[src/rtl/mem_pkg.sv]
// Shared definitions for the MEM pipeline stage: op codes, FSM encoding,
// controller byte-count codes and op classification helpers.
package mem_pkg;

  localparam logic [3:0] MEM_NONE = 4'd0;
  localparam logic [3:0] MEM_LB   = 4'd1;
  localparam logic [3:0] MEM_LH   = 4'd2;
  localparam logic [3:0] MEM_LW   = 4'd3;
  localparam logic [3:0] MEM_LBU  = 4'd4;
  localparam logic [3:0] MEM_LHU  = 4'd5;
  localparam logic [3:0] MEM_SB   = 4'd6;
  localparam logic [3:0] MEM_SH   = 4'd7;
  localparam logic [3:0] MEM_SW   = 4'd8;

  // Byte count minus one, as the controller expects it on mm_cu.
  localparam logic [1:0] MM_CU_BYTE = 2'd0;
  localparam logic [1:0] MM_CU_HALF = 2'd1;
  localparam logic [1:0] MM_CU_WORD = 2'd3;

  typedef enum logic [1:0] {
    IDLE = 2'd0,
    REQ  = 2'd1,
    DROP = 2'd2
  } state_t;

  function automatic logic is_load(input logic [3:0] op);
    return (op >= MEM_LB) && (op <= MEM_LHU);
  endfunction

  function automatic logic is_store(input logic [3:0] op);
    return (op >= MEM_SB) && (op <= MEM_SW);
  endfunction

  // Transfer size of a memory op; only meaningful for loads/stores.
  function automatic logic [1:0] cu_of(input logic [3:0] op);
    logic [1:0] cu;
    case (op)
      MEM_LB, MEM_LBU, MEM_SB: cu = MM_CU_BYTE;
      MEM_LH, MEM_LHU, MEM_SH: cu = MM_CU_HALF;
      default:                 cu = MM_CU_WORD;
    endcase
    return cu;
  endfunction

endpackage

[src/rtl/mem_stage_load_ext.sv]
// Combinational load extender: narrows the raw controller word to the
// access size and sign- or zero-extends it; upper raw bytes are ignored.
module load_ext
  import mem_pkg::*;
#(
  parameter int W = 32
) (
  input  logic [3:0]   op,
  input  logic [W-1:0] raw,
  output logic [W-1:0] ext
);

  // Select extension rule by op; word loads and non-loads pass raw through
  always_comb begin
    ext = raw;
    case (op)
      MEM_LB:  ext = {{(W-8){raw[7]}}, raw[7:0]};
      MEM_LBU: ext = {{(W-8){1'b0}}, raw[7:0]};
      MEM_LH:  ext = {{(W-16){raw[15]}}, raw[15:0]};
      MEM_LHU: ext = {{(W-16){1'b0}}, raw[15:0]};
      default: ext = raw;
    endcase
  end

endmodule

[src/rtl/mem_stage.sv]
// MEM pipeline stage: turns EX loads/stores into one memory-controller
// request each, stalls until the controller answers, then issues a single
// writeback. Non-memory ops are forwarded to WB one cycle later.
module mem_stage
  import mem_pkg::*;
#(
  parameter int ADDR_W = 32,
  parameter int REG_W  = 5
) (
  input  logic              clk,
  input  logic              rst,
  input  logic              ex_valid,
  input  logic [3:0]        ex_mem_op,
  input  logic [ADDR_W-1:0] ex_addr,
  input  logic [ADDR_W-1:0] ex_wdata,
  input  logic [REG_W-1:0]  ex_rd,
  input  logic              ex_rd_we,
  output logic              stall,
  output logic              mm_e,
  output logic [ADDR_W-1:0] mm_a,
  output logic              mm_wr,
  output logic [1:0]        mm_cu,
  output logic [ADDR_W-1:0] mm_n_i,
  input  logic              mm_ok,
  input  logic [ADDR_W-1:0] mm_n_o,
  output logic              wb_valid,
  output logic [REG_W-1:0]  wb_rd,
  output logic              wb_we,
  output logic [ADDR_W-1:0] wb_data
);

  state_t             state;
  logic [3:0]         op_q;
  logic [REG_W-1:0]   rd_q;
  logic               rd_we_q;
  logic [ADDR_W-1:0]  ext_data;
  logic               ex_is_mem;

  assign ex_is_mem = is_load(ex_mem_op) || is_store(ex_mem_op);

  // Busy while a transaction is open; also hold EX off when a memory op
  // arrives but the controller still shows a stale done from before.
  assign stall = (state != IDLE) || (ex_valid && ex_is_mem && mm_ok);

  load_ext #(.W(ADDR_W)) u_load_ext (
    .op  (op_q),
    .raw (mm_n_o),
    .ext (ext_data)
  );

  // Request/response FSM with all controller and writeback outputs registered
  always_ff @(posedge clk or posedge rst) begin
    if (rst) begin
      state    <= IDLE;
      op_q     <= MEM_NONE;
      rd_q     <= '0;
      rd_we_q  <= 1'b0;
      mm_e     <= 1'b0;
      mm_a     <= '0;
      mm_wr    <= 1'b0;
      mm_cu    <= MM_CU_BYTE;
      mm_n_i   <= '0;
      wb_valid <= 1'b0;
      wb_rd    <= '0;
      wb_we    <= 1'b0;
      wb_data  <= '0;
    end else begin
      wb_valid <= 1'b0;
      case (state)
        IDLE: begin
          if (ex_valid && !ex_is_mem) begin
            wb_valid <= 1'b1;
            wb_rd    <= ex_rd;
            wb_we    <= ex_rd_we;
            wb_data  <= ex_wdata;
          end else if (ex_valid && !mm_ok) begin
            op_q    <= ex_mem_op;
            rd_q    <= ex_rd;
            rd_we_q <= ex_rd_we;
            mm_e    <= 1'b1;
            mm_a    <= ex_addr;
            mm_wr   <= is_store(ex_mem_op);
            mm_cu   <= cu_of(ex_mem_op);
            mm_n_i  <= ex_wdata;
            state   <= REQ;
          end
        end
        REQ: begin
          if (mm_ok) begin
            mm_e     <= 1'b0;
            wb_valid <= 1'b1;
            wb_rd    <= rd_q;
            wb_we    <= is_load(op_q) ? rd_we_q : 1'b0;
            wb_data  <= is_load(op_q) ? ext_data : '0;
            state    <= DROP;
          end
        end
        DROP: begin
          // Wait for the controller to retire its done flag so the next
          // request starts on a clean mm_e edge.
          if (!mm_ok) state <= IDLE;
        end
        default: state <= IDLE;
      endcase
    end
  end

endmodule

[config.mk]
export PLATFORM = sky130hd
export DESIGN_NAME = mem_stage
export DESIGN_NICKNAME = d
export VERILOG_FILES = /design/src/rtl/mem_pkg.sv /design/src/rtl/mem_stage_load_ext.sv /design/src/rtl/mem_stage.sv
export SDC_FILE = /design/constraint.sdc
export NUM_CORES = 1
export LEC_CHECK = 0
export CELL_PAD_IN_SITES_DETAIL_PLACEMENT = 1
export CELL_PAD_IN_SITES_GLOBAL_PLACEMENT = 1
export CORE_MARGIN = 2
export CORE_UTILIZATION = 32
export CTS_BUF_LIST = sky130_fd_sc_hd__clkbuf_4
export DETAILED_ROUTE_END_ITERATION = 6
export PLACE_DENSITY_LB_ADDON = 0.1
export SLEW_MARGIN = 20
export SYNTH_ARGS = -nofsm -noshare
export SYNTH_HDL_FRONTEND = slang
export SYNTH_SLANG_ARGS = --single-unit
export TNS_END_PERCENT = 5
[constraint.sdc]
create_clock -name clk -period 4.05 [get_ports clk]
set_clock_uncertainty 0.1 [all_clocks]
set_input_delay 0.81 -clock clk [delete_from_list [all_inputs] [get_ports clk]]
set_output_delay 0.81 -clock clk [all_outputs]
set_load 0.02 [all_outputs]
==> results of run 1 <==
-- power breakdown --
| group | switching, mW | internal (mW) |
|---|---|---|
| sequential | 0.237 | 1.56 |
| clock | 0.444 | 0.238 |
| combinational | 0.945 | 1.12 |
-- layer usage --
layer / up-vias / track usage [%] / wire (microns)
li1: 2024 / - / -
met1: 2221 / 24.0 / 7350
met2: 150 / 31.3 / 8490
met3: 23 / 5.00 / 1130
met4: 0 / 6.77 / 267
met5: - / 0 / 0
-- layout by cell type (no fill, tap or decap), drive strengths merged, types with 2 or more instances in the layout --
master           n
buf             17
mux2i            6
a2bb2oi         16
a21o             2
and3             2
dfrtp          119
clkbuf          19
o21ai           50
diode            2
a211o           16
xor2             2
nor3b            2
a21oi            4
nand2           14
nand3           15
nor3             9
clkinv           9
and2             3
mux2            72
clkdlybuf4s50  217
nor2             7
nand2b           2
clkinvlp         4
a22oi            9
a21boi           8
a31oi            9
inv             17
-- logic make-up after synthesis --
logic type / after synthesis / share of synthesized area (%)
simple gates: 63 / 6.10
flops: 119 / 52.8
compound gates: 120 / 15.7
buf+inv: 50 / 5.77
xor+xnor: 2 / 0.311
mux: 78 / 19.3
-- final timing paths --
check	end	slack [ns]
worst max register to register	wb_data[30]	1.08
worst min-delay path	wb_rd[4]	0.41
worst max-delay path	stall	0.23
worst min register to register	wb_rd[4]	0.41
max in group asynchronous	rd_q[4]	2.65
min in group asynchronous	mm_a[10]	0.45
-- cell type report --
type	instances	area, sq um	share of cell area (%)
clock buffer	19	143	1.73
inverter	19	76.3	0.928
sequential	119	2980	36.2
multi-input combinational	263	2340	28.5
antenna	2	5.00	0.0608
clock inverter	11	62.6	0.761
timing repair buffer	234	2340	28.4
tap	225	282	3.42
-- sequential cells by signal (all words and copies together) (netlist names), 2 cells and up --
signal,count
mm_cu,2
mm_n_i,32
mm_a,32
op_q,4
state,2
wb_data,32
wb_rd,5
rd_q,5
-- stage by stage --
| step | area [sq um] | hold WS (ns) | setup WS (ns) |
|---|---|---|---|
| after floorplan | 5640 | 0.380 | 1.01 |
| after global placement | 8020 | 0.384 | 0.216 |
| after detailed placement | 8020 | 0.393 | 0.224 |
| after CTS | 8220 | 0.397 | 0.223 |
| after global routing | 8230 | 0.415 | 0.145 |
| final | 8230 | 0.410 | 0.230 |
-- worst reg2reg max path: cells and delay by family (launching register included) --
family	cells	cell delay (ns)
simple gates	2	1.70
compound gates	2	0.63
flops	1	0.47
==> flow_summary.json, run 1 <==
{
  "postSynthNetCount": 542,
  "die_area_sq_mm": 0.0187,
  "hp-start": "wb_rd[4]",
  "gp_congestion": 0.777,
  "status": "complete, no violations",
  "rr_startpoint": "state[0]",
  "finalCoreUtilization_pct": 47.7,
  "synth_area_leaders": "dfrtp_1 53%, mux2_4 15%, o21ai_0 4.4%",
  "crit_path_start": "ex_mem_op[2]",
  "cts_buffer_depth": 2,
  "worst-setup-path-type": "in -> out",
  "finalSetupTns_ns": 0,
  "syn_avg_cell_area_sq_um": 13.1,
  "layout.nets": 764,
  "setup_viol": 0,
  "placedCellCount": 860,
  "synth_edf_count": 0,
  "design.core.area_sq_mm": 0.0172,
  "worstPathRequired_ns": 3.14,
  "rr_worst_depth": 4,
  "wl_microns": 17200,
  "critPathTopFamily": "buffers and inverters",
  "final_max_slew_viol_count": 0,
  "hpwl_microns": 12400,
  "max_stage_delay_ns": 0.59,
  "hold_depth": 2,
  "clk_pin_slew_worst_paths_ns": 0.09,
  "cts_buffers": 17,
  "power_density_mw_per_mm2": 553,
  "grt_max_degree": 52,
  "post_cts_resized": 0,
  "post-route-min-period_ns": 3.82,
  "synth_largest_area_cell": "dfrtp_1",
  "cpMaxStageDelayCell": "or4_4",
  "drc": 0,
  "yosysWarnings": 0,
  "ir_drop_uv": 201,
  "ys_ff_latch": 119,
  "critPathArrivalTime_ns": 2.91,
  "grt_pass1_vias": 4859,
  "ant_nets": 0,
  "wl_per_cell_microns": 19.3,
  "cp-end-kind": "output port",
  "async_flop_share_pct": 100,
  "grt_overflow": 0,
  "cap_violations": 0,
  "worst_path_most_repeated_cell": "clkdlybuf4s50_1",
  "first_iter_violations": 140,
  "first_pass_iters": 5,
  "track_usage_pct": 19.0,
  "synth_commonest_cells": "119 x dfrtp_1, 58 x mux2_4, 50 x o21ai_0",
  "htree_levels": 4,
  "postCtsHoldBufs": 0,
  "synth_ff_type": "dfrtp_1",
  "tightestPinTransition_ns": 1.06,
  "clock-sinks": 119,
  "portBuffers": 217,
  "worst_hold_path_type": "reg -> reg",
  "cp_cell_sequence": "clkdlybuf4s50_1 > or4_4 > and2_1 > a311o_1 > clkdlybuf4s50_1",
  "syn_area_sq_mm": 0.00564,
  "die_y_microns": 137,
  "antenna_found_initial": 1,
  "hold_viol_final": 0,
  "tritoncts": "done",
  "cp.depth": 5,
  "postSynthCellCount": 432,
  "vias": 4418,
  "worst_setup_path_start_kind": "input pin",
  "initial_core_util_pct": 32.7,
  "cp_max_fo": 4,
  "power.leakage_nw": 3.40,
  "crit_buf_inv": 2,
  "avgViaCountPerCell": 4.95,
  "rsz0062_at_grt": "false",
  "syn_to_final_growth_pct": 45.9,
  "synth.top_cell.area_share_pct": 52.8,
  "finalPower_mw": 4.55,
  "relSlewSlack_pct": 28.9,
  "insertion_delay_ns": 0.53,
  "netlist-cell-type-count": 49,
  "fmax_ghz": 0.262,
  "grt_pass1_wl_microns": 26800,
  "row_count": 48,
  "fp.dieW_microns": 137,
  "fin_cells": 892,
  "postCtsSetupRepairBufs": 0,
  "fin_crit_sh_pct": 94.3,
  "root_buffer": "clkbuf_4",
  "synth.most_common_cell": "dfrtp_1",
  "synth-seq-area-share_pct": 52.8,
  "pin_count": 218,
  "n_fill_cell": 1791,
  "final_layout_size_suffix_gt1_share_pct": 20.6
}
Note: power is estimated with default switching activity, not from simulation.
==> inputs of run 2 (changes only) <==
--- a/config.mk
+++ b/config.mk
@@ -12,6 +12,7 @@
 export CTS_BUF_LIST = sky130_fd_sc_hd__clkbuf_4
 export DETAILED_ROUTE_END_ITERATION = 6
 export PLACE_DENSITY_LB_ADDON = 0.1
+export SETUP_SLACK_MARGIN = 0.5
 export SLEW_MARGIN = 20
 export SYNTH_ARGS = -nofsm -noshare
 export SYNTH_HDL_FRONTEND = slang
==> constraint.sdc (replaced) <==
create_clock -name clk -period 3.08 [get_ports clk]
set_clock_uncertainty 0.1 [all_clocks]
set_input_delay 0.616 -clock clk [delete_from_list [all_inputs] [get_ports clk]]
set_output_delay 0.616 -clock clk [all_outputs]
set_load 0.02 [all_outputs]
==> run 2 against run 1 <==
  * Worst setup slack improved by 0.28 ns
  * Routed wire length increased by 1.7%
  * Critical path type unchanged
  * Sequential power increased by 31%
  * Design area grew 1.6%
  * Largest power group unchanged
  * Critical endpoint unchanged
  * Combinational power increased by 33%
  * Non-clock buffer count up 12
  * Clock-buffer cell count shrank 1
==> flow_summary.json, run 2 (synthesis gave the netlist of run 1 again) <==
{
  "postCtsHoldBufs": 0,
  "die_y_microns": 137,
  "worst_hold_path_type": "in -> reg",
  "fin_crit_sh_pct": 83.4,
  "wl_microns": 17500,
  "drc": 0,
  "largestRegisters": "mm_a (32), mm_n_i (32), wb_data (32)",
  "cpMaxStageDelayCell": "or4_4",
  "hold_viol_final": 0,
  "worst-setup-path-type": "in -> out",
  "final_max_slew_viol_count": 0,
  "insertion_delay_ns": 0.53,
  "first_iter_violations": 200,
  "tritoncts": "done",
  "first_pass_iters": 4,
  "track_usage_pct": 19.2,
  "pin_count": 218,
  "critPathTopFamily": "simple AND/OR/NAND/NOR gates",
  "cp-end-kind": "output port",
  "cap_violations": 0,
  "cts_buffer_depth": 2,
  "dpl_worst_slack_ns": -0.297,
  "ant_nets": 0,
  "worstPathRequired_ns": 2.36,
  "power.leakage_nw": 3.49,
  "fin_ws_ns": 0.511,
  "htree_levels": 4,
  "worst_setup_path_start_kind": "input pin",
  "grt_max_degree": 39,
  "grt_pass1_wl_microns": 27000,
  "avgViaCountPerCell": 4.89,
  "vias": 4422,
  "setup_viol": 0,
  "syn_to_final_growth_pct": 48.1,
  "max_stage_delay_ns": 0.42,
  "status": "complete, no violations",
  "antenna_found_initial": 1,
  "gp_congestion": 0.761,
  "critPathArrivalTime_ns": 1.85,
  "final_layout_size_suffix_gt1_share_pct": 23.3,
  "post-route-min-period_ns": 2.57,
  "cts_buffers": 17,
  "hpwl_microns": 12800,
  "cp_max_fo": 2,
  "clk_pin_slew_worst_paths_ns": 0.11,
  "fp.dieW_microns": 137,
  "placedCellCount": 872,
  "initial_core_util_pct": 32.7,
  "portBuffers": 217,
  "postCtsSetupRepairBufs": 0,
  "layout.nets": 776,
  "crit_buf_inv": 2,
  "ir_drop_uv": 263,
  "fin_cells": 905,
  "layout_common_cells": "212 x clkdlybuf4s50_1, 119 x dfrtp_1, 58 x mux2_4",
  "root_buffer": "clkbuf_4",
  "final_common_cell": "clkdlybuf4s50_1",
  "cp_cell_sequence": "dlygate4sd2_1 > or4_4 > and2_4 > a311o_1 > buf_6",
  "relSlewSlack_pct": 45.0,
  "design.core.area_sq_mm": 0.0172,
  "grt_overflow": 0,
  "wl_per_cell_microns": 19.4,
  "rsz0062_at_grt": "true",
  "row_count": 48,
  "die_area_sq_mm": 0.0187,
  "fmax_ghz": 0.389,
  "tightestPinTransition_ns": 0.822,
  "grt_pass1_vias": 4793,
  "clock-sinks": 119,
  "power_density_mw_per_mm2": 723
}
## run 2: cell types whose count changed in the layout (fill, tap and decap cells not counted), moves of 2 or more
cell             change
clkinvlp_4           +2
clkinv_1             -2
buf_4                +9
clkinv_2             +3
buf_12               +3
clkdlybuf4s50_1      -5
buf_2                +3
## run 2: worst register-to-register path, stage by stage (launching register included)
cell,delay (ns)
dfrtp_1,0.47
nor2b_1,0.17
buf_4,0.21
nand3_1,0.57
a211o_1,0.49
a2bb2oi_2,0.14
## run 2: worst paths after layout
check	from	endpoint	slack, ns	cells past startpoint
max in group asynchronous	rst	wb_data[11]	1.60	3
hold / removal	ex_mem_op[0]	op_q[0]	0.40	3
min in group asynchronous	rst	mm_a[2]	0.43	2
setup reg to reg	state[0]	wb_data[18]	0.86	5
setup / recovery	ex_mem_op[2]	stall	0.51	5
hold reg to reg	wb_data[6]	wb_data[6]	0.41	2
## run 2: layer usage
metal	routed length (microns)	global-route usage, %	vias to the layer above
li1	-	-	2050
met1	7550	24.3	2216
met2	8610	31.3	134
met3	1080	5.07	22
met4	300	7.18	0
met5	0	0	-
## run 2: power breakdown
part           internal [mW]  switching [mW]
registers               2.05           0.308
clock network          0.314           0.622
logic                   1.50            1.25
total                   3.86            2.18
## run 2: area by class of cell
type / instances / area, sq um
Fill cell: 1821 / 8880
Clock buffer: 18 / 135
Clock inverter: 14 / 85.1
Timing Repair Buffer: 246 / 2450
Tap cell: 225 / 282
Antenna cell: 1 / 2.50
Inverter: 19 / 76.3
Sequential cell: 119 / 2980
Multi-Input combinational cell: 263 / 2340
## run 2: timing repair
action                     4_1_cts  5_1_grt
pin swaps                        2        0
resized for setup               20        0
setup endpoints to repair        1        1
## run 2: per-stage QoR
step	hold slack, ns	TNS, ns	utilization (%)	instance area (sq um)	power (mW)
6_report	0.396	0	48.5	8350	6.04
2_1_floorplan	0.380	0	-	5640	3.78
3_3_place_gp	0.385	-0.286	47.2	8140	5.10
5_1_grt	0.366	0	48.5	8350	6.39
3_5_place_dp	0.393	-0.297	47.2	8140	5.17
4_1_cts	0.343	0	48.4	8350	6.14
